<file path="config.mk">
export PLATFORM = sky130hd
export DESIGN_NAME = key_debounce
export DESIGN_NICKNAME = d
export VERILOG_FILES = /design/src/rtl/key_debounce.sv
export SDC_FILE = /design/constraint.sdc
export NUM_CORES = 1
export LEC_CHECK = 0
export BUFFER_PORTS_ARGS = -buffer_cell sky130_fd_sc_hd__buf_2
export CAP_MARGIN = 5
export CORE_MARGIN = 3
export CORE_UTILIZATION = 50
export DETAILED_ROUTE_END_ITERATION = 10
export MAX_ROUTING_LAYER = met4
export PLACE_DENSITY = 0.71
export SKIP_LAST_GASP = 1
export SLEW_MARGIN = 40
export SYNTH_ARGS = -nofsm -noshare
export SYNTH_HDL_FRONTEND = slang
export SYNTH_SLANG_ARGS = --single-unit
</file>
<file path="constraint.sdc">
create_clock -name clk -period 3.3 [get_ports clk]
set_input_delay 0 -clock clk [delete_from_list [all_inputs] [get_ports clk]]
set_output_delay 0 -clock clk [all_outputs]
set_load 0.01 [all_outputs]
</file>
<file path="src/rtl/key_debounce.sv">
// ============================================================================
// Module   : key_debounce
// Purpose  : Synchronises and debounces one active-low push-button into a
//            clean level plus single-cycle press/release (and optional
//            repeat) strobes. Optional feature macro: KEY_DEBOUNCE_REPEAT_EN
// Revision : 1.0 - initial release
// ============================================================================
`default_nettype none

module key_debounce #(
  parameter int DEBOUNCE_CYCLES = 16,
  parameter int CNT_W           = 16,
  parameter int REPEAT_DELAY    = 25000000,
  parameter int REPEAT_PERIOD   = 5000000,
  parameter int REP_W           = 26
) (
  input  logic clk,
  input  logic reset_key,
  input  logic key,
  output logic pressed,
  output logic press_pulse,
  output logic release_pulse,
  output logic repeat_pulse
);

  typedef enum logic [1:0] {
    S_IDLE         = 2'd0,
    S_PRESS_WAIT   = 2'd1,
    S_HELD         = 2'd2,
    S_RELEASE_WAIT = 2'd3
  } state_t;

  localparam logic [CNT_W-1:0] C_CNT_LAST = CNT_W'(DEBOUNCE_CYCLES - 1);
  localparam logic [CNT_W-1:0] C_CNT_ONE  = CNT_W'(1);

  // Parameter legality is enforced at elaboration so a bad build never links.
  if ((DEBOUNCE_CYCLES < 2) || (64'(DEBOUNCE_CYCLES) > ((64'd1 << CNT_W) - 64'd1)) ||
      (REPEAT_DELAY < 2) || (REPEAT_PERIOD < 2) ||
      (64'(REPEAT_DELAY) > (64'd1 << REP_W)) ||
      (64'(REPEAT_PERIOD) > (64'd1 << REP_W))) begin : g_bad_params
    $error("key_debounce: illegal parameter combination");
  end

  logic             r_sync1;
  logic             r_sync2;
  state_t           r_state;
  logic [CNT_W-1:0] r_cnt;

  always_ff @(posedge clk or negedge reset_key) begin
    if (!reset_key) begin
      r_sync1       <= 1'b1;
      r_sync2       <= 1'b1;
      r_state       <= S_IDLE;
      r_cnt         <= '0;
      pressed       <= 1'b0;
      press_pulse   <= 1'b0;
      release_pulse <= 1'b0;
    end else begin
      r_sync1       <= key;
      r_sync2       <= r_sync1;
      press_pulse   <= 1'b0;
      release_pulse <= 1'b0;
      case (r_state)
        S_IDLE: begin
          if (!r_sync2) begin
            r_state <= S_PRESS_WAIT;
            r_cnt   <= C_CNT_ONE;
          end else begin
            r_cnt   <= '0;
          end
        end
        S_PRESS_WAIT: begin
          if (r_sync2) begin
            r_state <= S_IDLE;
            r_cnt   <= '0;
          end else if (r_cnt == C_CNT_LAST) begin
            r_state     <= S_HELD;
            pressed     <= 1'b1;
            press_pulse <= 1'b1;
          end else begin
            r_cnt <= r_cnt + C_CNT_ONE;
          end
        end
        S_HELD: begin
          if (r_sync2) begin
            r_state <= S_RELEASE_WAIT;
            r_cnt   <= C_CNT_ONE;
          end
        end
        default: begin
          if (!r_sync2) begin
            r_state <= S_HELD;
          end else if (r_cnt == C_CNT_LAST) begin
            r_state       <= S_IDLE;
            pressed       <= 1'b0;
            release_pulse <= 1'b1;
          end else begin
            r_cnt <= r_cnt + C_CNT_ONE;
          end
        end
      endcase
    end
  end

`ifdef KEY_DEBOUNCE_REPEAT_EN
  localparam logic [REP_W-1:0] C_REP_FIRST = REP_W'(REPEAT_DELAY - 1);
  localparam logic [REP_W-1:0] C_REP_NEXT  = REP_W'(REPEAT_PERIOD - 1);
  localparam logic [REP_W-1:0] C_REP_ONE   = REP_W'(1);

  logic [REP_W-1:0] r_rep_cnt;
  logic             r_first_done;
  logic [REP_W-1:0] w_rep_limit;

  assign w_rep_limit = r_first_done ? C_REP_NEXT : C_REP_FIRST;

  // Counts only while HELD, freezes across a release glitch, and is held
  // cleared before entry to HELD so every accepted press starts afresh.
  always_ff @(posedge clk or negedge reset_key) begin
    if (!reset_key) begin
      r_rep_cnt    <= '0;
      r_first_done <= 1'b0;
      repeat_pulse <= 1'b0;
    end else begin
      repeat_pulse <= 1'b0;
      if (r_state == S_HELD) begin
        if (r_rep_cnt == w_rep_limit) begin
          r_rep_cnt    <= '0;
          r_first_done <= 1'b1;
          repeat_pulse <= 1'b1;
        end else begin
          r_rep_cnt <= r_rep_cnt + C_REP_ONE;
        end
      end else if (r_state != S_RELEASE_WAIT) begin
        r_rep_cnt    <= '0;
        r_first_done <= 1'b0;
      end
    end
  end
`else
  assign repeat_pulse = 1'b0;
`endif

endmodule

`default_nettype wire

</file>
## Word level (Yosys, flattened, before mapping)

Cells that the tools add are included.
Widths: inputs -> output; s select.

| word-level totals | value |
|---|---|
| word-level logic and storage cells | 48 |
| bits in registers | 23 |

| operators by class | value |
|---|---|
| equality and inequality tests | 8 |
| add/sub/neg operators | 1 |
| mux-type cells | 23 |
| bitwise gates (word level) | 1 |
| reductions and logical operators | 8 |

Operator list:

| operator | count |
|---|---|
| $mux 16 | 4 |
| $pmux 16 s3 | 1 |
| $add 16x1->16 const B | 1 |
| $eq 16x4->1 const B | 1 |
| $mux 2 | 6 |
| $mux 1 | 10 |
| $reduce_and 4->1 | 2 |
| $ne 2x2->1 const B | 3 |
| $pmux 2 s3 | 1 |
| $ne 4x1->1 const B | 1 |
| $ne 3x3->1 const B | 1 |
| $reduce_bool 3->1 | 1 |
| $reduce_or 3->1 | 1 |
| $eq 2x1->1 const B | 1 |
| $eq 2x2->1 const B | 1 |
| $logic_not 2->1 | 1 |
| $pmux 1 s2 | 1 |
| $reduce_and 2->1 | 1 |
| $reduce_bool 2->1 | 1 |
| $reduce_or 2->1 | 1 |
| $not 1->1 | 1 |

## Logic depth before layout (Yosys ltp)

Gate-level depths: netlist (run 1).

| depth | value |
|---|---|
| depth in word-level cells | 4 |
| mapped depth | 10 |
| mapped depth without buffers | 8 |

## Worst setup path before layout (run 1)

Ideal clock, no wire load.

| path | value |
|---|---|
| kind | reg2reg |
| start point | register with a tool-made name |
| end point | register r_cnt[14] |
| slack | 0.893 ns |
| arrival time | 2.334 ns |
| clock period less this slack | 2.407 ns |
| cell stages (with the launch flop) | 10 |
| required time | 3.227 ns |
| cells stage by stage | dfrtp_1 inv_1 ha_1 inv_1 ha_1 nor2b_1 or4_1 clkbuf_2 or4_4 a21oi_2 |

RTL lines:

| what | RTL line | text |
|---|---|---|
| to (signal assigned) | 81 | `r_cnt <= r_cnt + C_CNT_ONE;` |
| to (signal assigned) | 98 | `r_cnt <= r_cnt + C_CNT_ONE;` |
| to (decl) | 47 | `logic [CNT_W-1:0] r_cnt;` |

==> qor.txt, run 1 <==
TIMING
----------------------------------------------------------------------------------------
Peak clock frequency supported by timing                                       381.0 MHz
Worst Skew                                                                   0.004065 ns
Fin crit period                                                                 2.624 ns
Final-layout setup total negative slack                                             0 ns
Max-slew violation count                                                               0
Unrepaired setup endpoints after global routing                                       no
Worst hold margin                                                              0.1549 ns
Fin crit share                                                                    79.53%
Number of hold violations in the final report                                          0
Final number of setup-violating endpoints                                              0

GLOBAL ROUTE
----------------------------------------------------------------------------------------
GR Overflow Total                                                                      0
Met1 track demand over resource                                                   24.22%
Pin count of the biggest net entering global routing                                  24
Antenna violations before repair                                                       0
Most congested layer reported by global routing                                     met2
Global Route Usage Sum                                                            18.94%
Wire length of the first global-routing pass                                4788 microns
Vias in the first global route                                                      1077
GR Util met2                                                                      30.51%
Routing usage on met3                                                             2.489%

SYNTHESIS
----------------------------------------------------------------------------------------
Fraction of registers with async set or reset after synthesis                     100.0%
Flip-flop and latch count after synthesis                                             23
Number of enable flip-flop cells after synthesis                                       0
Fraction of the yosys area taken by sequential cells                              43.87%
Avg Synthesized Cell Area                                                    9.278 sq um
Prevailing post-synth register cell                                              dfrtp_1
Main area contributors after synthesis                                      dfrtp_1 40%, ha_1 5.7%, a21oi_1 4.2%
Leading cell type by number of instances after synthesis                         dfrtp_1
Area leader, netlist                                                             dfrtp_1
Summed instance area of the synthesized netlist                             0.001318 sq mm
Unique cell type count in the Yosys netlist                                           39
Share of the synthesized area in the top cell type                                39.89%
Number of synthesis warnings                                                           0
Leading post-synthesis cells by instance count                              21 x dfrtp_1, 11 x a21oi_1, 9 x o21ai_0
Post-Syn Nets                                                                        151
Number of standard cells after synthesis                                             142

DIE
----------------------------------------------------------------------------------------
Overall die height                                                          57.33 microns
Standard-cell row count                                                               17
Die footprint                                                               0.003287 sq mm
Starting utilization of the core area                                             55.80%
I/O pin cnt                                                                            7
Width of the chip                                                           57.33 microns
Core Area                                                                   0.002361 sq mm

CTS
----------------------------------------------------------------------------------------
Total number of H-tree levels                                                          1
CTS tree                                                                             yes
Clock sink count                                                                      23
Clock Tree Buf Depth                                                                   2
Library cell used as clock root buffer                                          clkbuf_4
Num CTS Buffers                                                                        3
Worst-Skew Late Latency                                                          0.32 ns
Post-CTS sizing                                                                        0
Clock slew at reported path FFs                                                  0.13 ns

CRITICAL PATH
----------------------------------------------------------------------------------------
Type of destination of the critical path                                        register
Setup Crit Path Kind                                                        register to register
Crit path max fanout                                                                   9
Crit path arrival time                                                           2.89 ns
Startpoint type of the worst setup path                                         register
Req. time, crit path                                                             3.56 ns
Reg-to-reg slack, setup                                                          0.68 ns

LAYOUT
----------------------------------------------------------------------------------------
Fraction of layout cells with a size suffix above 1                               11.56%
Number of diodes                                                                       0
Area added between synthesis and finish                                           6.268%
Utilization after layout                                                          59.30%
Filler cell count in the final layout                                                207
Number of nets in the finished design                                                157

JOB
----------------------------------------------------------------------------------------
Maxcap violations                                                                      0

DRT
----------------------------------------------------------------------------------------
Post-route ant nets                                                                    0
Detailed-route DRC error count                                                         0
WL/cell                                                                     14.97 microns
Number of search-and-repair iterations in the first detailed-routing pass              4
Vias after detailed routing                                                         1082
Average vias per placed instance                                                   6.183
Starting DRC count in detailed routing                                                58
Routed wire length                                                          2619 microns

MIN PATH
----------------------------------------------------------------------------------------
Path category of the worst min-delay check                                  input pin to async pin

POWER AND IR DROP
----------------------------------------------------------------------------------------
Areal power density over the cells                                          576.5 mW/mm^2
Leak pwr                                                                    0.0005815 uW
Maximum VDD drop                                                                409.0 uV

PLACED DESIGN
----------------------------------------------------------------------------------------
Count of port buffers added during placement                                           5
Hpwl dp                                                                     1928 microns
Placer Congestion                                                                 0.8273

RUN STATUS
----------------------------------------------------------------------------------------
Result of the run                                                           finished, final reports clean

timing repair:
action / in CTS / in global routing
hold buffers: 2 / 0
buffers inserted: 0 / 0
hold endpoints to repair: 24 / 0
final timing paths:
path | startpoint | endpoint | cells past startpoint
worst max-delay path | register | r_cnt[14] | 8
worst min-delay path | reset_key | r_cnt[14] | 2
worst max register to register | register | r_cnt[14] | 8
worst min register to register | r_sync1 | r_sync2 | 0
max in group asynchronous | reset_key | r_sync1 | 2
min in group clk | key | r_sync1 | 2
stage by stage:
stage                     setup slack, ns  cell area, sq um  std cells  power [uW]
after CTS                          0.6721              1400        175       810.0
after global routing               0.4843              1400        175       887.4
after global placement             0.8193              1353        169       664.5
final                              0.6756              1400        175       807.1
after detailed placement           0.7009              1353        169       675.4
after floorplan                    0.8931              1318        142       599.0
cell families after synthesis:
logic type                 share of synthesized area [%]
other                                             0.2846
AOI/OAI and AO/OA                                  16.05
buffers and inverters                              4.463
muxes                                              1.614
xor gates and xnor gates                           1.330
DFF                                                43.87
and+or+nand+nor                                    26.69
adders and majority gates                          5.698
per-layer routing:
layer | part of all wire, % | up-vias
li1 | - | 543
met2 | 47 | 17
met4 | 1.9 | 0
met1 | 48 | 517
met3 | 2.9 | 5
met5 | 0 | -
final cells by class:
class	count	area (sq um)	area share, %
clock buffer	3	22.52	1.609
sequential	23	578.1	41.29
multi-input combinational	105	680.7	48.61
timing repair buffer	8	52.55	3.753
inverter	7	26.28	1.877
clock inverter	1	5.005	0.3575
tap	28	35.03	2.502
cell usage in the layout, fill, tap and decap left out, types with 2 or more instances in the layout:
master and instances:
inv_1 7, and3_1 3, nor2b_1 2, or3_1 6, ha_1 6, dfstp_2 2
nor2_1 8, o31ai_1 5, dlygate4sd3_1 2, a21oi_1 11, and4_1 2, buf_2 5
nand2_1 6, nand2b_1 2, nand3_1 8, nor4_1 7, clkbuf_4 3, or4_1 7
o21a_1 2, xnor2_1 2, o21ai_0 9, nand4_1 4, dfrtp_1 21
critical path, stage by stage, from the launching register on:
cell     delay [ns]
dfrtp_1        0.44
inv_1          0.09
ha_1           0.23
inv_1          0.07
ha_1           0.17
nor2b_1        0.19
or4_1          0.68
or4_4          0.56
a21oi_2        0.15
registers in the layout, indices dropped and copies added, names as in the netlist, named ones only:
register       flops
press_pulse        1
pressed            1
r_cnt             16
r_state            1
r_sync1            1
r_sync2            1
release_pulse      1
where the power goes:
part           switching [uW]  internal, uW  total [uW]  leakage [uW]
Combinational             190           130         320      0.000257
Sequential               40.4           312         353      0.000307
Clock                    88.8          45.5         134     0.0000177
Total                     319           488         807      0.000582
Note: power is estimated with default switching activity, not from simulation.
==> run 2, diff against run 1 <==
==> constraint.sdc (replaced) <==
create_clock -name clk -period 2.6 [get_ports clk]
set_input_delay 0 -clock clk [delete_from_list [all_inputs] [get_ports clk]]
set_output_delay 0 -clock clk [all_outputs]
set_load 0.01 [all_outputs]
==> qor.txt, run 2 (same netlist as run 1, synthesis figures left out) <==
POWER AND IR DROP
----------------------------------------------------------------------------------------
Final total power                                                                1032 uW   was 807.1 uW
Maximum VDD drop                                                                580.1 uV   was 409.0 uV
Leak pwr                                                                    0.0005899 uW   was 0.0005815 uW
Areal power density over the cells                                          729.6 mW/mm^2   was 576.5 mW/mm^2

DRT
----------------------------------------------------------------------------------------
Average vias per placed instance                                                   6.153   was 6.183
Number of search-and-repair iterations in the first detailed-routing pass              4   unchanged
Vias after detailed routing                                                         1083   was 1082
Starting DRC count in detailed routing                                                46   was 58
Routed wire length                                                          2561 microns   was 2619 microns
Post-route ant nets                                                                    0   unchanged
Detailed-route DRC error count                                                         0   unchanged
WL/cell                                                                     14.55 microns   was 14.97 microns

LAYOUT
----------------------------------------------------------------------------------------
Max FFs per register                                                                  16   unchanged
Top register by number of flip-flops                                               r_cnt   unchanged
Fraction of layout cells with a size suffix above 1                               13.51%   was 11.56%
Most used cells in the layout excluding fill and tap cells                  21 x dfrtp_1, 11 x a21oi_1, 9 x o21ai_0, 8 x nor2_1, 8 x nand3_1   unchanged
Number of diodes                                                                       0   unchanged
Commonest non-fill, non-tap cell in the layout                                   dfrtp_1   unchanged
Area added between synthesis and finish                                           7.408%   was 6.268%
Number of nets in the finished design                                                158   was 157

CTS
----------------------------------------------------------------------------------------
Clock Tree Buf Depth                                                                   2   unchanged
CTS tree                                                                             yes   unchanged
Library cell used as clock root buffer                                          clkbuf_4   unchanged
Clock sink count                                                                      23   unchanged
Num CTS Buffers                                                                        3   unchanged
Post CTS Setup Buffer Count                                                            0   unchanged
Worst-Skew Late Latency                                                          0.31 ns   was 0.32 ns
Clock slew at reported path FFs                                                  0.13 ns   about the same
Total number of H-tree levels                                                          1   unchanged

TIMING
----------------------------------------------------------------------------------------
Worst Skew                                                                   0.001254 ns   was 0.004065 ns
Max-slew violation count                                                               0   unchanged
Fin crit share                                                                    93.75%   was 79.53%
Unrepaired setup endpoints after global routing                                       no   unchanged
Final number of setup-violating endpoints                                              0   unchanged
Fin crit period                                                                 2.437 ns   was 2.624 ns
Peak clock frequency supported by timing                                       410.3 MHz   was 381.0 MHz
Number of hold violations in the final report                                          0   unchanged
Final-layout setup total negative slack                                             0 ns   unchanged

CRITICAL PATH
----------------------------------------------------------------------------------------
Crit path max fanout                                                                   9   unchanged
CP max stage cell                                                                  or4_4   was or4_1
Setup Crit Path Kind                                                        register to register   unchanged
Crit-path leading delay family                                              simple AND/OR/NAND/NOR gates   unchanged
Cells along the critical path                                               inv_1, ha_1, inv_1, ha_1, nor2b_1, or4_4, or4_4, a21oi_2   was inv_1, ha_1, inv_1, ha_1, nor2b_1, or4_1, or4_4, a21oi_2
CP bufs+invs                                                                           2   unchanged
Startpoint type of the worst setup path                                         register   unchanged
Worst stage delay on the critical path                                           0.59 ns   was 0.68 ns
Type of destination of the critical path                                        register   unchanged
Crit path arrival time                                                           2.69 ns   was 2.89 ns
Req. time, crit path                                                             2.85 ns   was 3.56 ns

RUN STATUS
----------------------------------------------------------------------------------------
Result of the run                                                           finished, final reports clean   unchanged

GLOBAL ROUTE
----------------------------------------------------------------------------------------
Vias in the first global route                                                       989   was 1077
GR Overflow Total                                                                      0   unchanged
Antenna violations before repair                                                       0   unchanged
Wire length of the first global-routing pass                                4588 microns   was 4788 microns
Pin count of the biggest net entering global routing                                  24   unchanged
Global Route Usage Sum                                                            18.28%   was 18.94%

DIE
----------------------------------------------------------------------------------------
Width of the chip                                                           57.33 microns   unchanged
Standard-cell row count                                                               17   unchanged
Starting utilization of the core area                                             55.80%   unchanged
I/O pin cnt                                                                            7   unchanged
Core Area                                                                   0.002361 sq mm   unchanged
Die footprint                                                               0.003287 sq mm   unchanged
Overall die height                                                          57.33 microns   unchanged

PLACED DESIGN
----------------------------------------------------------------------------------------
Placer Congestion                                                                 0.8376   was 0.8273
Count of port buffers added during placement                                           5   unchanged
Hpwl dp                                                                     1880 microns   was 1928 microns

MIN PATH
----------------------------------------------------------------------------------------
Path category of the worst min-delay check                                  input pin to async pin   unchanged

JOB
----------------------------------------------------------------------------------------
Maxcap violations                                                                      0   unchanged

==> run 2: cell count changes in the layout (fill, tap and decap cells not counted), sizes merged <==
cell	change
buf	+1
==> run 2: worst paths after layout <==
check / from / endpoint / slack (ns) / depth (start not counted)
hold / removal: reset_key / r_cnt[12] / 0.17 / 2
max in group asynchronous: reset_key / r_sync1 / 2.08 / 2
hold reg to reg: r_sync1 / r_sync2 / 0.36 / 0
setup / recovery: register / r_cnt[14] / 0.16 / 8
setup reg to reg: register / r_cnt[14] / 0.16 / 8
min in group clk: key / r_sync1 / 0.32 / 2
==> run 2: metrics by stage <==
step | hold WS, ns | utilization, % | setup WS (ns) | instances | area (sq um)
after global placement | -0.01099 | 57.60 | 0.1758 | 170 | 1360
after detailed placement | -0.005442 | 57.60 | 0.09581 | 170 | 1360
after floorplan | -0.2956 | - | 0.1931 | 142 | 1318
final | 0.1685 | 59.94 | 0.1626 | 176 | 1415
after global routing | 0.1855 | 59.94 | 0.02706 | 176 | 1415
after CTS | 0.1773 | 59.62 | 0.06212 | 176 | 1408
==> run 2: final cells by class <==
type / instances / area, sq um
clock buffer: 3 / 22.52
clock inverter: 1 / 5.005
fill: 187 / 945.9
inverter: 7 / 26.28
multi-input combinational: 105 / 688.2
sequential: 23 / 578.1
tap: 28 / 35.03
timing repair buffer: 9 / 60.06
==> run 2: metal layers <==
layer | track usage, % | vias to the layer above | wire [microns]
met1 | 25.25 | 511 | 1312
met5 | - | - | 0
met3 | 2.262 | 6 | 78
met2 | 26.59 | 21 | 1115
li1 | - | 545 | -
met4 | 8.609 | 0 | 54
==> run 2: power by group <==
part | internal, uW | switching [uW] | leakage (uW) | total (uW)
Combinational | 172 | 244 | 0.000265 | 416
Sequential | 396 | 53.0 | 0.000307 | 449
Clock | 57.5 | 109 | 0.0000177 | 167
Total | 626 | 406 | 0.000590 | 1030
==> run 2: what timing repair did <==
action / CTS / global route
hold buffers: 2 / 0
resized for setup: 0 / 2
endpoints found under the setup margin: 0 / 7
hold endpoints to repair: 24 / 0
==> run 3, diff against run 2 <==
--- a/config.mk
+++ b/config.mk
@@ -11,7 +11,7 @@
 export CORE_UTILIZATION = 50
 export DETAILED_ROUTE_END_ITERATION = 10
 export MAX_ROUTING_LAYER = met4
-export PLACE_DENSITY = 0.71
+export PLACE_DENSITY_LB_ADDON = 0.2
 export SKIP_LAST_GASP = 1
 export SLEW_MARGIN = 40
 export SYNTH_ARGS = -nofsm -noshare
==> qor.txt, run 3 (same netlist as run 1, synthesis figures left out) <==
DIE
----------------------------------------------------------------------------------------
I/O pin cnt                                                                            7   unchanged
Overall die height                                                          57.33 microns   unchanged
Standard-cell row count                                                               17   unchanged
Core Area                                                                   0.002361 sq mm   unchanged
Width of the chip                                                           57.33 microns   unchanged
Starting utilization of the core area                                             55.80%   unchanged
Die footprint                                                               0.003287 sq mm   unchanged

GLOBAL ROUTE
----------------------------------------------------------------------------------------
Wire length of the first global-routing pass                                4740 microns   was 4588 microns
Antenna violations before repair                                                       0   unchanged
GR Overflow Total                                                                      0   unchanged
Global Route Usage Sum                                                            18.90%   was 18.28%
Vias in the first global route                                                      1079   was 989
Pin count of the biggest net entering global routing                                  24   unchanged

DRT
----------------------------------------------------------------------------------------
Routed wire length                                                          2750 microns   was 2561 microns
Vias after detailed routing                                                         1082   was 1083
Detailed-route DRC error count                                                         0   unchanged
Number of search-and-repair iterations in the first detailed-routing pass              4   unchanged
Average vias per placed instance                                                   6.148   was 6.153
Post-route ant nets                                                                    0   unchanged
WL/cell                                                                     15.63 microns   was 14.55 microns
Starting DRC count in detailed routing                                                36   was 46

CTS
----------------------------------------------------------------------------------------
Worst-Skew Late Latency                                                          0.32 ns   was 0.31 ns
Clock Tree Buf Depth                                                                   2   unchanged
Clock sink count                                                                      23   unchanged
Num CTS Buffers                                                                        3   unchanged
Total number of H-tree levels                                                          1   unchanged
Clock slew at reported path FFs                                                  0.13 ns   about the same
Library cell used as clock root buffer                                          clkbuf_4   unchanged
CTS tree                                                                             yes   unchanged

CRITICAL PATH
----------------------------------------------------------------------------------------
Type of destination of the critical path                                        register   unchanged
Worst stage delay on the critical path                                           0.59 ns   about the same
Setup Crit Path Kind                                                        register to register   unchanged
Crit path arrival time                                                           2.70 ns   was 2.69 ns
Startpoint type of the worst setup path                                         register   unchanged
Cells along the critical path                                               inv_1, ha_1, inv_1, ha_1, nor2b_1, or4_4, or4_4, a21oi_2   unchanged
CP bufs+invs                                                                           2   unchanged
Crit path max fanout                                                                   9   unchanged
CP max stage cell                                                                  or4_4   unchanged
Crit-path leading delay family                                              simple AND/OR/NAND/NOR gates   unchanged
Req. time, crit path                                                             2.87 ns   was 2.85 ns

PLACED DESIGN
----------------------------------------------------------------------------------------
Hpwl dp                                                                     1953 microns   was 1880 microns
Count of port buffers added during placement                                           5   unchanged
Placer Congestion                                                                 0.8177   was 0.8376
Post-detailed-placement cell area                                           0.001360 sq mm   unchanged

TIMING
----------------------------------------------------------------------------------------
Final-layout setup total negative slack                                             0 ns   unchanged
Transition at the pin with the smallest max-transition slack                   0.4958 ns
Fin crit period                                                                 2.436 ns   was 2.437 ns
Worst Skew                                                                   0.004270 ns   was 0.001254 ns
Number of hold violations in the final report                                          0   unchanged
Unrepaired setup endpoints after global routing                                       no   unchanged
Final number of setup-violating endpoints                                              0   unchanged
Slew HR                                                                           66.64%
Max-slew violation count                                                               0   unchanged
Fin crit share                                                                    93.70%   was 93.75%
Peak clock frequency supported by timing                                       410.5 MHz   was 410.3 MHz

LAYOUT
----------------------------------------------------------------------------------------
Fraction of layout cells with a size suffix above 1                               13.51%   unchanged
Number of diodes                                                                       0   unchanged
Area added between synthesis and finish                                           7.787%   was 7.408%
Most used cells in the layout excluding fill and tap cells                  21 x dfrtp_1, 11 x a21oi_1, 9 x o21ai_0, 8 x nor2_1, 8 x nand3_1   unchanged
Top register by number of flip-flops                                               r_cnt   unchanged
Commonest non-fill, non-tap cell in the layout                                   dfrtp_1   unchanged
Max FFs per register                                                                  16   unchanged
Design Area, Final                                                          0.001420 sq mm   was 0.001415 sq mm
Filler cell count in the final layout                                                202   was 187
Number of nets in the finished design                                                158   unchanged
Utilization after layout                                                          60.15%   was 59.94%

POWER AND IR DROP
----------------------------------------------------------------------------------------
Maximum VDD drop                                                                601.0 uV   was 580.1 uV
Final total power                                                                1048 uW   was 1032 uW
Leak pwr                                                                    0.0005872 uW   was 0.0005899 uW
Areal power density over the cells                                          737.8 mW/mm^2   was 729.6 mW/mm^2

MIN PATH
----------------------------------------------------------------------------------------
Path category of the worst min-delay check                                  input pin to async pin   unchanged

RUN STATUS
----------------------------------------------------------------------------------------
Result of the run                                                           finished, final reports clean   unchanged

JOB
----------------------------------------------------------------------------------------
Maxcap violations                                                                      0   unchanged

## run 3: cell types whose count changed in the layout (fill, tap and decap cells not counted)
cell,delta
nor4_1,-1
clkinv_2,-1
clkbuf_1,+1
nor4_2,+1
## run 3: routing by layer
metal / vias up / wire length, microns / GRT usage, %
li1: 545 / - / -
met1: 512 / 1370 / 22.82
met2: 18 / 1247 / 30.67
met3: 7 / 67 / 3.167
met4: 0 / 64 / 8.940
met5: - / 0 / -
## run 3: power breakdown
| part | total [uW] | switching (uW) | leakage [uW] | internal [uW] |
|---|---|---|---|---|
| Sequential | 449 | 52.3 | 0.000307 | 396 |
| Combinational | 427 | 253 | 0.000265 | 173 |
| Clock | 173 | 112 | 0.0000150 | 60.2 |
## run 3: path summary, 6_finish.rpt
| kind | from | endpoint | slack [ns] | cells after the start |
|---|---|---|---|---|
| worst max-delay path | register | r_cnt[14] | 0.16 | 8 |
| worst min-delay path | reset_key | r_cnt[14] | 0.15 | 2 |
| worst max register to register | register | r_cnt[14] | 0.16 | 8 |
| worst min register to register | r_sync1 | r_sync2 | 0.36 | 0 |
| max in group asynchronous | reset_key | r_sync1 | 2.09 | 2 |
| min in group clk | key | r_sync1 | 0.31 | 2 |
## run 3: through the flow
step	hold slack, ns	setup WS, ns	cells
2_1_floorplan	-0.2956	0.1931	142
3_3_place_gp	-0.009920	0.1769	170
3_5_place_dp	-0.005236	0.1002	170
4_1_cts	0.1671	0.07050	176
5_1_grt	0.1791	0.05948	176
6_report	0.1545	0.1639	176
## run 3: timing repair
action                                  in CTS  in global routing
setup buffers                                0                  0
endpoints found under the hold margin       24                  0
endpoints found under the setup margin       0                  6
hold buffers                                 2                  0
resized for setup                            0                  3
## run 3: cell type report
cell class	count	area, sq um	area share [%]
Multi-Input combinational cell	105	694.4	48.90
Sequential cell	23	578.1	40.70
Timing Repair Buffer	9	60.06	4.229
Tap cell	28	35.03	2.467
Clock buffer	4	26.28	1.850
Inverter	7	26.28	1.850
